<file path="src/rtl/bp_lite_mem_arbiter.sv">
// rtl/bp_lite_mem_arbiter.sv - merges the I$/D$ BedRock stream memory ports and steers in-order responses back
// Define BP_LITE_MEM_ARB_DCACHE_PRIO_EN for fixed D$ priority; round robin otherwise.

package bp_lite_mem_arbiter_pkg;
    typedef enum logic [0:0] {
        e_bp_default_cfg,
        e_bp_half_fill_cfg
    } bp_params_e;

    function automatic int mem_header_width(bp_params_e cfg);
        return (cfg == e_bp_default_cfg) ? 32 : 24;
    endfunction

    function automatic int uce_fill_width(bp_params_e cfg);
        return (cfg == e_bp_default_cfg) ? 64 : 32;
    endfunction
endpackage

module bp_lite_mem_arbiter_fifo #(
    parameter int width_p = 1,
    parameter int els_p   = 4
) (
    input  logic               clk_i,
    input  logic               reset_n_i,
    input  logic [width_p-1:0] data_i,
    input  logic               push_i,
    input  logic               pop_i,
    output logic [width_p-1:0] data_o,
    output logic               full_o,
    output logic               empty_o
);
    localparam int ptr_w_lp = $clog2(els_p);
    localparam int cnt_w_lp = ptr_w_lp + 1;

    logic [width_p-1:0]  mem_r [els_p];
    logic [ptr_w_lp-1:0] wptr_r, rptr_r;
    logic [cnt_w_lp-1:0] count_r;
    logic                do_push, do_pop;

    assign do_push = push_i & ~full_o;
    assign do_pop  = pop_i & ~empty_o;

    always_ff @(posedge clk_i or negedge reset_n_i) begin
        if (!reset_n_i) begin
            wptr_r  <= '0;
            rptr_r  <= '0;
            count_r <= '0;
        end else begin
            if (do_push) wptr_r <= wptr_r + ptr_w_lp'(1);
            if (do_pop)  rptr_r <= rptr_r + ptr_w_lp'(1);
            case ({do_push, do_pop})
                2'b10:   count_r <= count_r + cnt_w_lp'(1);
                2'b01:   count_r <= count_r - cnt_w_lp'(1);
                default: count_r <= count_r;
            endcase
        end
    end

    always_ff @(posedge clk_i) begin
        if (do_push) mem_r[wptr_r] <= data_i;
    end

    assign data_o  = mem_r[rptr_r];
    assign full_o  = (count_r == cnt_w_lp'(els_p));
    assign empty_o = (count_r == '0);
endmodule

module bp_lite_mem_arbiter
    import bp_lite_mem_arbiter_pkg::*;
#(
    parameter bp_params_e bp_params_p       = e_bp_default_cfg,
    parameter int         data_width_p      = uce_fill_width(bp_params_p),
    parameter int         outstanding_els_p = 4,
    localparam int        mem_header_width_lp = mem_header_width(bp_params_p)
) (
    input  logic                                clk_i,
    input  logic                                reset_n_i,

    input  logic [1:0][mem_header_width_lp-1:0] mem_cmd_header_i,
    input  logic [1:0][data_width_p-1:0]        mem_cmd_data_i,
    input  logic [1:0]                          mem_cmd_v_i,
    input  logic [1:0]                          mem_cmd_last_i,
    output logic [1:0]                          mem_cmd_ready_and_o,

    output logic [mem_header_width_lp-1:0]      mem_cmd_header_o,
    output logic [data_width_p-1:0]             mem_cmd_data_o,
    output logic                                mem_cmd_v_o,
    output logic                                mem_cmd_last_o,
    input  logic                                mem_cmd_ready_and_i,

    input  logic [mem_header_width_lp-1:0]      mem_resp_header_i,
    input  logic [data_width_p-1:0]             mem_resp_data_i,
    input  logic                                mem_resp_v_i,
    input  logic                                mem_resp_last_i,
    output logic                                mem_resp_ready_and_o,

    output logic [1:0][mem_header_width_lp-1:0] mem_resp_header_o,
    output logic [1:0][data_width_p-1:0]        mem_resp_data_o,
    output logic [1:0]                          mem_resp_v_o,
    output logic [1:0]                          mem_resp_last_o,
    input  logic [1:0]                          mem_resp_ready_and_i
);
    typedef enum logic {e_idle, e_locked} state_e;

    state_e state_r, state_n;
    logic   gnt_r, gnt_n;
    logic   mid_r;
    logic   sel, chosen, ok;
    logic   cmd_xfer, cmd_first, cmd_done;
    logic   resp_v, resp_pop;
    logic   fifo_full, fifo_empty, head;

`ifdef BP_LITE_MEM_ARB_DCACHE_PRIO_EN
    assign sel = mem_cmd_v_i[1];
`else
    logic last_win_r;

    assign sel = (&mem_cmd_v_i) ? ~last_win_r : mem_cmd_v_i[1];

    always_ff @(posedge clk_i or negedge reset_n_i) begin
        if (!reset_n_i)    last_win_r <= 1'b1;
        else if (cmd_done) last_win_r <= chosen;
    end
`endif

    assign chosen = (state_r == e_locked) ? gnt_r : sel;

    assign mem_cmd_header_o = mem_cmd_header_i[chosen];
    assign mem_cmd_data_o   = mem_cmd_data_i[chosen];
    assign mem_cmd_last_o   = mem_cmd_last_i[chosen];
    assign mem_cmd_v_o      = reset_n_i & mem_cmd_v_i[chosen];

    // A grant can be locked before its first beat moves (stalled on full), so
    // the full check keys off "first beat already sent" rather than the state.
    assign ok = reset_n_i & mem_cmd_ready_and_i & (mid_r | ~fifo_full);
    assign mem_cmd_ready_and_o = {ok & chosen, ok & ~chosen};

    assign cmd_xfer  = mem_cmd_v_o & ok;
    assign cmd_first = cmd_xfer & ~mid_r;
    assign cmd_done  = cmd_xfer & mem_cmd_last_o;

    always_comb begin
        state_n = state_r;
        gnt_n   = gnt_r;
        case (state_r)
            e_idle: begin
                if (mem_cmd_v_o && !cmd_done) begin
                    state_n = e_locked;
                    gnt_n   = sel;
                end
            end
            e_locked: begin
                if (cmd_done) state_n = e_idle;
            end
            default: state_n = e_idle;
        endcase
    end

    always_ff @(posedge clk_i or negedge reset_n_i) begin
        if (!reset_n_i) begin
            state_r <= e_idle;
            gnt_r   <= 1'b0;
            mid_r   <= 1'b0;
        end else begin
            state_r <= state_n;
            gnt_r   <= gnt_n;
            if (cmd_xfer) mid_r <= ~mem_cmd_last_o;
        end
    end

    bp_lite_mem_arbiter_fifo #(
        .width_p (1),
        .els_p   (outstanding_els_p)
    ) tracker (
        .clk_i     (clk_i),
        .reset_n_i (reset_n_i),
        .data_i    (chosen),
        .push_i    (cmd_first),
        .pop_i     (resp_pop),
        .data_o    (head),
        .full_o    (fifo_full),
        .empty_o   (fifo_empty)
    );

    assign resp_v               = reset_n_i & mem_resp_v_i & ~fifo_empty;
    assign mem_resp_v_o         = {resp_v & head, resp_v & ~head};
    assign mem_resp_ready_and_o = reset_n_i & ~fifo_empty & mem_resp_ready_and_i[head];
    assign resp_pop             = mem_resp_v_i & mem_resp_ready_and_o & mem_resp_last_i;

    assign mem_resp_header_o = {2{mem_resp_header_i}};
    assign mem_resp_data_o   = {2{mem_resp_data_i}};
    assign mem_resp_last_o   = {2{mem_resp_last_i}};

    assert property (@(posedge clk_i) disable iff (!reset_n_i) !(mem_resp_v_i && fifo_empty));
endmodule

</file>
<file path="config.mk">
export PLATFORM = sky130hd
export DESIGN_NAME = bp_lite_mem_arbiter
export DESIGN_NICKNAME = d
export VERILOG_FILES = /design/src/rtl/bp_lite_mem_arbiter.sv
export SDC_FILE = /design/constraint.sdc
export NUM_CORES = 1
export LEC_CHECK = 0
export CORE_AREA = 2 2 229 231
export CTS_CLUSTER_DIAMETER = 200
export DETAILED_ROUTE_END_ITERATION = 10
export DIE_AREA = 0 0 231 233
export PLACE_DENSITY = 0.41
export SLEW_MARGIN = 40
export SYNTH_ARGS = -nofsm -noshare
export SYNTH_HDL_FRONTEND = slang
export SYNTH_SLANG_ARGS = --single-unit
</file>
<file path="constraint.sdc">
create_clock -name clk_i -period 5.84 [get_ports clk_i]
set_input_delay 1.168 -clock clk_i [delete_from_list [all_inputs] [get_ports clk_i]]
set_output_delay 1.168 -clock clk_i [all_outputs]
set_load 0.01 [all_outputs]
</file>
# ---- Word-level counts from Yosys, hierarchy flattened
# Memories as Yosys holds them, arrays and structs flattened.
# Cells that the tools add are included.
dict set report totals {
  n_memories 1
  in_bits 299
  out_inout_bits 297
  elab_cells 68
  register_bits 11
  ram_bits 4
}
dict set report classes {
  eq_ne 3
  n_reduce_logical 6
  order_cmp 2
  n_mux 18
  addsub 4
  bitwise_logic 27
}
# memory words word_bits read_ports rd_ports_with_merged_regs wr line_no
set memory_table {}
lappend memory_table {tracker.mem_r 4 1 1 0 1 35} ;# logic [width_p-1:0] mem_r [els_p];
# operator count
set ops {}
lappend ops {{$mux W64} 2}
lappend ops {{$mux W32} 2}
lappend ops {{$and A1 B1 Y1} 18}
lappend ops {{$mux W1} 12}
lappend ops {{$not A1 Y1} 8}
lappend ops {{$pmux W3 S2} 1}
lappend ops {{$add A2 B1 Y2 const B} 2}
lappend ops {{$lt A1 B2 Y1 const B} 2}
lappend ops {{$reduce_and A2 Y1} 2}
lappend ops {{$add A3 B1 Y3 const B} 1}
lappend ops {{$eq A3 B3 Y1 const B} 1}
lappend ops {{$logic_not A3 Y1} 1}
lappend ops {{$sub A3 B1 Y3 const B} 1}
lappend ops {{$eq A2 B1 Y1 const B} 1}
lappend ops {{$eq A2 B2 Y1 const B} 1}
lappend ops {{$pmux W1 S2} 1}
lappend ops {{$reduce_bool A2 Y1} 1}
lappend ops {{$logic_and A1 B1 Y1} 1}
lappend ops {{$logic_not A1 Y1} 1}
lappend ops {{$or A1 B1 Y1} 1}

# ---- Depth between registers and ports, before layout
# Gate-level depths: netlist of the first run.
dict set report logic_depth {
  ltp_word 12
  depth_mapped 11
  ltp_nobuf 11
}

# ---- By module
# From an unflattened synthesis of the first run, not the netlist that was laid out.
dict set report unflattened {
  cells_unflattened 381
  hier_area_um2 3512.1
}
# mod area_per_inst_um2 instances cells_each seq_area_each_um2
set modules_own_cells {}
lappend modules_own_cells {bp_lite_mem_arbiter 2930.3 1 338 101.3}
lappend modules_own_cells {bp_lite_mem_arbiter_fifo 581.8 1 43 295.3}

# ---- Worst setup path before layout of the first run
# OpenSTA, ideal clock, no wires.
dict set report synth_timing {
  path_kind {input -> output}
  from {in mem_cmd_v_i[1]}
  to {out mem_cmd_data_o[48]}
  arrival_time_ns 2.334
  cell_stages 5
  required_time_ns 4.672
  path_buffers 2
  path_slack_ns 2.338
  cell_sequence {a21boi_2 -> mux2i_4 -> buf_4 -> buf_2 -> mux2_2}
}
dict set report synth_between {
  elab_chain_cells 5
}
# element line_no
set synth_lines {}
lappend synth_lines {{start, declared} 81} ;# input logic [1:0] mem_cmd_v_i,
lappend synth_lines {{$reduce_and A2 Y1} 118} ;# assign sel = (&mem_cmd_v_i) ? ~last_win_r : mem_cmd_v_i[1];
lappend synth_lines {{$mux W1 (*)} 118}
lappend synth_lines {{$mux W1 (*)} 126} ;# assign chosen = (state_r == e_locked) ? gnt_r : sel;
lappend synth_lines {{$mux W64 (implied by the code) (*) (2 in a row)} 129} ;# assign mem_cmd_data_o = mem_cmd_data_i[chosen];
lappend synth_lines {{end, declared} 86} ;# output logic [data_width_p-1:0] mem_cmd_data_o,
# Mark *: on every way between the ends. The rest lies on a longest branch, timed or not. The select of a mux whose other input is x is not followed.

# ---- Final worst setup path of the first run
dict set report layout_timing {
  from {in mem_cmd_v_i[0]}
  to {out mem_cmd_data_o[4]}
}
dict set report layout_between {
  elab_chain_cells 5
}
# element line_no
set layout_lines {}
lappend layout_lines {{$reduce_and A2 Y1} 118}
lappend layout_lines {{$mux W1} 118}
lappend layout_lines {{$mux W1} 126}
lappend layout_lines {{$mux W64 (implied by the code) (2 in a row)} 129}
# No other way between the ends. The select of a mux whose other input is x is not followed.

==> reports/qor.csv, run 1 <==
metric,value,unit
warnings from Yosys,0,
Die Span X,231,um
per-cell routed wire length,12.06,um
CP endpoint,mem_cmd_data_o[4],
Die Y,233,um
largest net degree at the start of global routing,90,
ys async rst share,73.33,%
Post-Place Cells,1170,
DRT Pass-1 Iters,3,
R2R depth,9,
count of non-filler cells in the finished layout,1174,
CTS hold repair buffers,0,
Clock Power Share,8.1,%
clk_lat worst skew,250,ps
ANT cells,0,
die area,0.05382,sq mm
Overflow after GRT,0,
overall global routing resource usage,4.775,%
H-Tree Depth,1,
Final Util,11.84,%
CTS tree,built,
CP startpoint,mem_cmd_v_i[0],
"Distinct cells, synth",31,
"area leader, netlist",buf_4,
drt total wl,14.16,mm
# DRC,0,
Syn Nets,689,
first-pass GRT wire length,19.44,mm
worst vdd ir,0.0001589,V
DR iter-0 viols,62,
via count,2891,
Max Clock Skew,2.369,ps
"Seq/Total Area, Yosys",11.27,%
Yosys top cell area share,41.61,%
post-CTS sizing,0,
status,"finished, final reports clean",
Ports,596,
Critical Path End Type,primary output,
post-synthesis average cell area,9.162,sq um
Critical Path AT,3520,ps
Synth top cells by count,"buf_4, mux2_2, inv_1",
Setup CP Type,in -> out,
power per cell area,277.8,mW/mm^2
"top cells by area, synth","buf_4, mux2_2, dfrtp_1",
initial antenna violation count,0,
"count leader, synth",buf_4,
Root Driver,clkbuf_16,
cell count after synthesis,384,
combinational share of power,80.3,%
Layout Nets,800,
layout overhead on the synthesized area,71.87,%
row count,83,
Int Pwr,1.057,mW
largest buffer count on any clock path,2,
CTS sink count,15,
number of synthesized flops with an enable pin,4,
core area,0.05109,sq mm
Port-buffer cells,307,
Flop pwr share,11.6,%
Final Hold Fails,0,
max-slew violations,0,
final setup violation count,0,
starting density of the core,6.886,%
P_sw,622.6,uW
vias in the first global route,3274,
FF-to-FF End,tracker.count_r[1],
Net Sw Frac,37.06,%
layout cells sized above 1,23.48,%
Filler Cells Inserted,5845,
CTS buffer count,3,
min cycle time layout,4685,ps
overall power,1.680,mW
highest clock rate,213.4,MHz
Required @ worst endpoint,4670,ps
Lkg Pwr,2.059,nW
Max-slew headroom,56.70,%
reg-to-reg startpoint,gnt_r,
Slew @ Worst Pin,649.6,ps
setup repair bufs after CTS,0,
Routed Antenna Nets,0,
Final Cycle Share,80.23,%
RePlAce Congestion,0.7333,
Startpoint Class,input port,
worst hold path class,reg -> reg,
max cap viols,0,
clk slew on worst S/H paths,50,ps
HPWL Detailed,12.50,mm
Worst Path Max Fanout,89,
vias per cell,2.463,
setup TNS,0,ps
#FFs+latches synth,15,
Post-Syn Area,0.003518,sq mm
FF-to-FF setup slack,3340,ps
top_reg_cell synth,dfrtp_1,
RSZ-0062 raised after global routing,no,
-- critical path, cell delays in order --
cell             delay (ps)
clkdlybuf4s50_1         570
a21boi_2                110
mux2i_4                 180
buf_12                  310
mux2_2                  450
clkdlybuf4s50_1         490
-- final cells by class --
| cell class | count | area, sq um | share of cell area [%] |
|---|---|---|---|
| Tap cell | 680 | 850.8 | 14.07 |
| Timing Repair Buffer | 310 | 3108 | 51.40 |
| Sequential cell | 15 | 396.6 | 6.559 |
| Clock buffer | 4 | 78.83 | 1.304 |
| Inverter | 12 | 45.04 | 0.7449 |
| Multi-Input combinational cell | 153 | 1568 | 25.93 |
-- layer usage --
| layer | vias to the layer above | track usage [%] | part of all wire [%] |
|---|---|---|---|
| met5 | - | 0 | 0 |
| met4 | 0 | 1.714 | 3.5 |
| met3 | 39 | 2.341 | 13 |
| met2 | 306 | 8.286 | 48 |
| met1 | 1247 | 4.983 | 35 |
| li1 | 1299 | - | - |
-- worst min-delay path by stage --
stage,from,end,slack (ps),cells past startpoint
finish,tracker.rptr_r[1],tracker.rptr_r[1],500,1
global route,tracker.count_r[0],tracker.count_r[0],520,1
CTS,tracker.rptr_r[1],tracker.rptr_r[1],500,1
detailed placement,tracker.rptr_r[1],tracker.rptr_r[1],490,1
global placement,tracker.rptr_r[1],tracker.rptr_r[1],480,1
floorplan,tracker.rptr_r[1],tracker.rptr_r[1],460,1
-- flip-flops by register name (all words and copies together) (netlist names) --
name	flops
gnt_r	1
last_win_r	1
mid_r	1
state_r	1
tracker.count_r	3
tracker.mem_r	4
tracker.rptr_r	2
tracker.wptr_r	2
-- power groups by stage --
stage               Sequential (mW)  Combinational (mW)  Clock [mW]
finish                        0.194                1.35       0.136
global route                  0.202                1.44       0.144
CTS                           0.195                1.39       0.139
detailed placement            0.196                1.38           0
global placement              0.197                1.38           0
floorplan                     0.185               0.802           0
-- cell usage in the layout, fill, tap and decap left out, types with 4 or more instances in the layout --
cell,instances
dfrtp_1,10
clkdlybuf4s50_1,307
o21ai_0,6
inv_1,12
and2_2,4
mux2_2,97
nor2_1,9
edfxtp_1,4
mux2i_1,5
ha_1,5
-- kinds of logic after synthesis --
kind of cell,share of synthesized area (%)
AO/OA/AOI/OAI,3.521
XOR/XNOR,1.245
adder cells (fa/ha/maj),2.347
buffers and inverters,44.17
flip-flops,11.27
multiplexers,34.17
AND/OR/NAND/NOR,3.272
-- metrics by stage --
step | worst slack, ps | hold WS, ps | instance area [sq um]
2_1_floorplan | 2338 | 455.5 | 3518
5_1_grt | 1067 | 519.4 | 6047
3_3_place_gp | 1114 | 475.5 | 5968
3_5_place_dp | 1108 | 486.1 | 5968
6_report | 1155 | 500.6 | 6047
4_1_cts | 1101 | 499.6 | 6047
(Power assumes the default switching activity.)
==> run 2, diff against run 1 <==
- PLACE_DENSITY: 0.41 -> 0.42
- clock period: 5.84 -> 4.2 ns (I/O delays scaled with it)
==> run 2 against run 1 <==
  * Clock-buffer cell count fell by 1
  * Cell count increased by 1.0%
  * Register-to-register slack got worse by 1600 ps
  * Clock power up 41%
  * Critical path depth grew 1
  * Power grew 45%
  * Via count up 2.5%
  * Critical endpoint is now mem_cmd_header_o[9]
  * Highest routed layer is now met5
==> reports/qor.csv, run 2 (synthesis gave the netlist of run 1 again) <==
metric,value,unit
status,"finished, final reports clean",
die area,0.05382,sq mm
Post-Place Cells,1182,
vias in the first global route,3297,
Max-slew headroom,68.14,%
Slew @ Worst Pin,473.9,ps
post-CTS sizing,0,
Die Y,233,um
power per cell area,396.0,mW/mm^2
Layout Nets,812,
setup repair bufs after CTS,0,
drt total wl,15.92,mm
Root Driver,clkbuf_16,
Slowest cell on crit path,clkdlybuf4s50_1,
max-slew violations,0,
RSZ-0062 raised after global routing,no,
core area,0.05109,sq mm
RePlAce Congestion,0.6923,
# DRC,0,
CP Cell Sequence,"clkdlybuf4s50_1, a21boi_2, mux2i_4, buf_12, buf_4, mux2_2, clkdlybuf4s50_1",
first-pass GRT wire length,21.48,mm
row count,83,
worst setup margin,334.9,ps
worst vdd ir,0.0001813,V
vias per cell,2.499,
Lkg Pwr,2.123,nW
Max Clock Skew,3.747,ps
layout overhead on the synthesized area,74.75,%
most frequent cells in the layout,"clkdlybuf4s50_1, mux2_2, buf_4",
Critical Path AT,3030,ps
Required @ worst endpoint,3360,ps
Final Cycle Share,92.03,%
busiest layer in global routing,met2,
Port-buffer cells,307,
initial antenna violation count,2,
clk slew on worst S/H paths,50,ps
CTS tree,built,
Ports,596,
CTS buffer count,3,
DRT Pass-1 Iters,3,
layout cells sized above 1,25.69,%
CTS sink count,15,
Startpoint Class,input port,
largest buffer count on any clock path,2,
CTS hold repair buffers,0,
HPWL Detailed,14.28,mm
Die Span X,231,um
overall global routing resource usage,5.489,%
starting density of the core,6.886,%
critical path buffer and inverter count,4,
"commonest non-fill, non-tap cell in the layout",clkdlybuf4s50_1,
ANT cells,0,
biggest regs,"tracker.mem_r (4), tracker.count_r (3)",
Reg with most FFs,tracker.mem_r,
setup TNS,0,ps
clk_lat worst skew,250,ps
H-Tree Depth,1,
CP dominant cell by count,clkdlybuf4s50_1,
Critical Path End Type,primary output,
Setup CP Type,in -> out,
Final Hold Fails,0,
count of non-filler cells in the finished layout,1186,
Max stage delay on crit path,520,ps
final setup violation count,0,
GR Layer Usage met2,9.506,%
per-cell routed wire length,13.42,um
Routed Antenna Nets,0,
min cycle time layout,3865,ps
setup slack at placement,310.8,ps
Worst Path Max Fanout,24,
worst hold path class,reg -> reg,
grt met3 use,3.321,%
largest net degree at the start of global routing,25,
Overflow after GRT,0,
via count,2964,
DR iter-0 viols,58,
GR Layer Usage met1,5.280,%
CP top delay family,buffers and inverters,
max cap viols,0,
highest clock rate,258.7,MHz
max reg flops,4,
-- run 2: cell count changes in the layout (fill, tap and decap cells not counted), sizes merged --
| cell | before | now |
|---|---|---|
| clkinv | 0 | 1 |
| clkdlybuf4s50 | 307 | 306 |
| buf | 3 | 16 |
| clkbuf | 4 | 3 |
-- run 2: layout make-up --
| cell class | count | area, sq um |
|---|---|---|
| Fill cell | 5865 | 44950 |
| Timing Repair Buffer | 322 | 3208 |
| Multi-Input combinational cell | 153 | 1568 |
| Tap cell | 680 | 850.8 |
| Sequential cell | 15 | 396.6 |
| Clock buffer | 3 | 75.07 |
| Inverter | 12 | 45.04 |
| Clock inverter | 1 | 5.005 |
-- run 2: final timing paths --
kind,depth (start not counted),start,slack (ps),to
setup / recovery,7,mem_cmd_v_i[1],330,mem_cmd_header_o[9]
max in group asynchronous,2,reset_n_i,2830,last_win_r
hold reg to reg,1,tracker.rptr_r[1],490,tracker.rptr_r[1]
min in group asynchronous,1,reset_n_i,830,tracker.rptr_r[1]
setup reg to reg,9,gnt_r,1710,tracker.count_r[1]
hold / removal,1,tracker.rptr_r[1],490,tracker.rptr_r[1]
-- run 2: worst reg2reg max path: stages, from the launching register on --
cell       delay (ps)
dfrtp_1           430
mux2i_1           170
a21oi_2           320
o2111ai_4         190
nor3b_4           360
inv_1              80
ha_1              210
inv_1              70
fa_1              400
o21ai_0           170
-- run 2: layer usage --
| metal | vias up | wire, um |
|---|---|---|
| li1 | 1323 | - |
| met1 | 1264 | 5348 |
| met2 | 326 | 7598 |
| met3 | 47 | 2329 |
| met4 | 4 | 614 |
| met5 | - | 27 |
-- run 2: per-stage QoR --
| stage | util (%) | power, mW | hold slack [ps] | cell area (sq um) |
|---|---|---|---|---|
| global placement | 11.88 | 2.300 | 475.8 | 6068 |
| floorplan | - | 1.374 | 455.5 | 3518 |
| finish | 12.03 | 2.435 | 489.2 | 6148 |
| CTS | 12.03 | 2.510 | 495.4 | 6148 |
| detailed placement | 11.88 | 2.292 | 481.4 | 6068 |
| global route | 12.03 | 2.612 | 524.1 | 6148 |
-- run 2: where the power goes --
part / internal, mW / switching, mW / total, mW
Combinational: 1.20 / 0.769 / 1.97
Sequential: 0.212 / 0.0593 / 0.271
Clock: 0.127 / 0.0644 / 0.192
Total: 1.54 / 0.892 / 2.43
==> run 3, diff against run 2 <==
- RECOVER_POWER: not set -> 100
==> run 3 against run 2 <==
  * Worst hold slack is essentially flat
  * Global-route usage did not move
  * Clock skew about the same
  * Setup slack lost 110 ps
  * Critical path depth unchanged
  * First-iteration DRC count is 14% lower
  * Clock power barely moved
  * Critical path type unchanged
  * Highest routed layer unchanged
==> reports/qor.csv, run 3 (synthesis gave the netlist of run 1 again) <==
metric,value,unit
layout cells sized above 1,24.70,%
power per cell area,387.4,mW/mm^2
vias in the first global route,3297,
initial antenna violation count,3,
FF-to-FF End,tracker.count_r[1],
Setup CP Type,in -> out,
Reg with most FFs,tracker.mem_r,
reg-to-reg startpoint,gnt_r,
clk_lat worst skew,250,ps
per-cell routed wire length,13.42,um
overall global routing resource usage,5.489,%
hold slack,489.2,ps
max-slew violations,0,
Final Cycle Share,94.62,%
CTS hold repair buffers,0,
Final Util,11.96,%
ANT cells,0,
worst hold path class,reg -> reg,
FF-to-FF setup slack,1370,ps
clk slew on worst S/H paths,50,ps
starting density of the core,6.886,%
max reg flops,4,
most frequent cells in the layout,"clkdlybuf4s50_1, mux2_2, dlygate4sd3_1",
Startpoint Class,input port,
DR iter-0 viols,50,
RePlAce Congestion,0.6923,
Slowest cell on crit path,dlygate4sd3_1,
Placed Area,0.006068,sq mm
vias per cell,2.515,
HPWL Detailed,14.28,mm
highest clock rate,251.6,MHz
CTS tree,built,
RSZ-0062 raised after global routing,no,
Max-slew headroom,41.68,%
via count,2983,
Die Y,233,um
Layout Nets,812,
H-Tree Depth,1,
largest net degree at the start of global routing,25,
Port-buffer cells,307,
Root Driver,clkbuf_16,
biggest regs,"tracker.mem_r (4), tracker.count_r (3)",
drt total wl,15.92,mm
Routed Antenna Nets,0,
R2R depth,9,
layout overhead on the synthesized area,73.61,%
row count,83,
"commonest non-fill, non-tap cell in the layout",clkdlybuf4s50_1,
Worst Path Max Fanout,24,
Critical Path AT,3130,ps
post-CTS sizing,0,
design area,0.006108,sq mm
worst hold endpoint,tracker.rptr_r[1],
largest buffer count on any clock path,2,
Lkg Pwr,2.137,nW
hold path cells,1,
CP Cell Sequence,"clkdlybuf4s50_1, a21boi_0, mux2i_4, buf_12, buf_4, mux2_2, dlygate4sd3_1",
Hold Path Origin,tracker.rptr_r[1],
CTS sink count,15,
die area,0.05382,sq mm
min cycle time layout,3974,ps
Filler Cells Inserted,5874,
Ports,596,
setup TNS,0,ps
# DRC,0,
Required @ worst endpoint,3360,ps
status,"finished, final reports clean",
CTS buffer count,3,
Max Clock Skew,3.710,ps
Slew @ Worst Pin,873.0,ps
DRT Pass-1 Iters,5,
max cap viols,0,
Critical Path End Type,primary output,
setup repair bufs after CTS,0,
Final Hold Fails,0,
first-pass GRT wire length,21.48,mm
Overflow after GRT,0,
Die Span X,231,um
overall power,2.366,mW
core area,0.05109,sq mm
Max stage delay on crit path,600,ps
worst vdd ir,0.0001813,V
final setup violation count,0,
-- run 3: worst max path at each step --
| stage | endpoint | slack, ps | from | depth (start not counted) |
|---|---|---|---|---|
| finish | mem_cmd_data_o[44] | 230 | mem_cmd_v_i[1] | 7 |
| global route | mem_cmd_data_o[59] | 110 | mem_cmd_v_i[1] | 7 |
| floorplan | mem_cmd_data_o[48] | 1350 | mem_cmd_v_i[1] | 5 |
| CTS | mem_cmd_header_o[9] | 300 | mem_cmd_v_i[1] | 7 |
| detailed placement | mem_cmd_header_o[9] | 310 | mem_cmd_v_i[1] | 7 |
| global placement | mem_cmd_header_o[26] | 290 | mem_cmd_v_i[1] | 7 |
-- run 3: routing by layer --
layer	track usage [%]	wire (um)	vias to the layer above
met3	3.321	2340	47
met4	2.198	614	4
met2	9.506	7611	333
met1	5.280	5327	1277
met5	0	27	-
li1	-	-	1322
-- run 3: where the power goes --
group	leakage, nW	internal [mW]	switching, mW
sequential	0.166	0.212	0.0541
clock	0.0409	0.127	0.0646
combinational	1.93	1.15	0.758
-- run 3: cell type report --
type | instances | area [sq um] | share of cell area [%]
clock buffer | 3 | 75.07 | 1.229
clock inverter | 1 | 5.005 | 0.08193
inverter | 12 | 45.04 | 0.7374
multi-input combinational | 153 | 1535 | 25.13
sequential | 15 | 396.6 | 6.493
tap | 680 | 850.8 | 13.93
timing repair buffer | 322 | 3201 | 52.40
-- run 3: worst max-delay path: cells and delay by family --
kind | cells | cell delay, ps
compound gates | 1 | 380
buf+inv | 4 | 1470
mux | 2 | 400
-- run 3: metrics by stage --
| step | worst slack [ps] | std cells |
|---|---|---|
| 6_report | 226.0 | 1186 |
| 5_1_grt | 113.6 | 1186 |
| 4_1_cts | 300.1 | 1186 |
| 3_5_place_dp | 310.8 | 1182 |
| 3_3_place_gp | 288.6 | 1182 |
| 2_1_floorplan | 1354 | 384 |
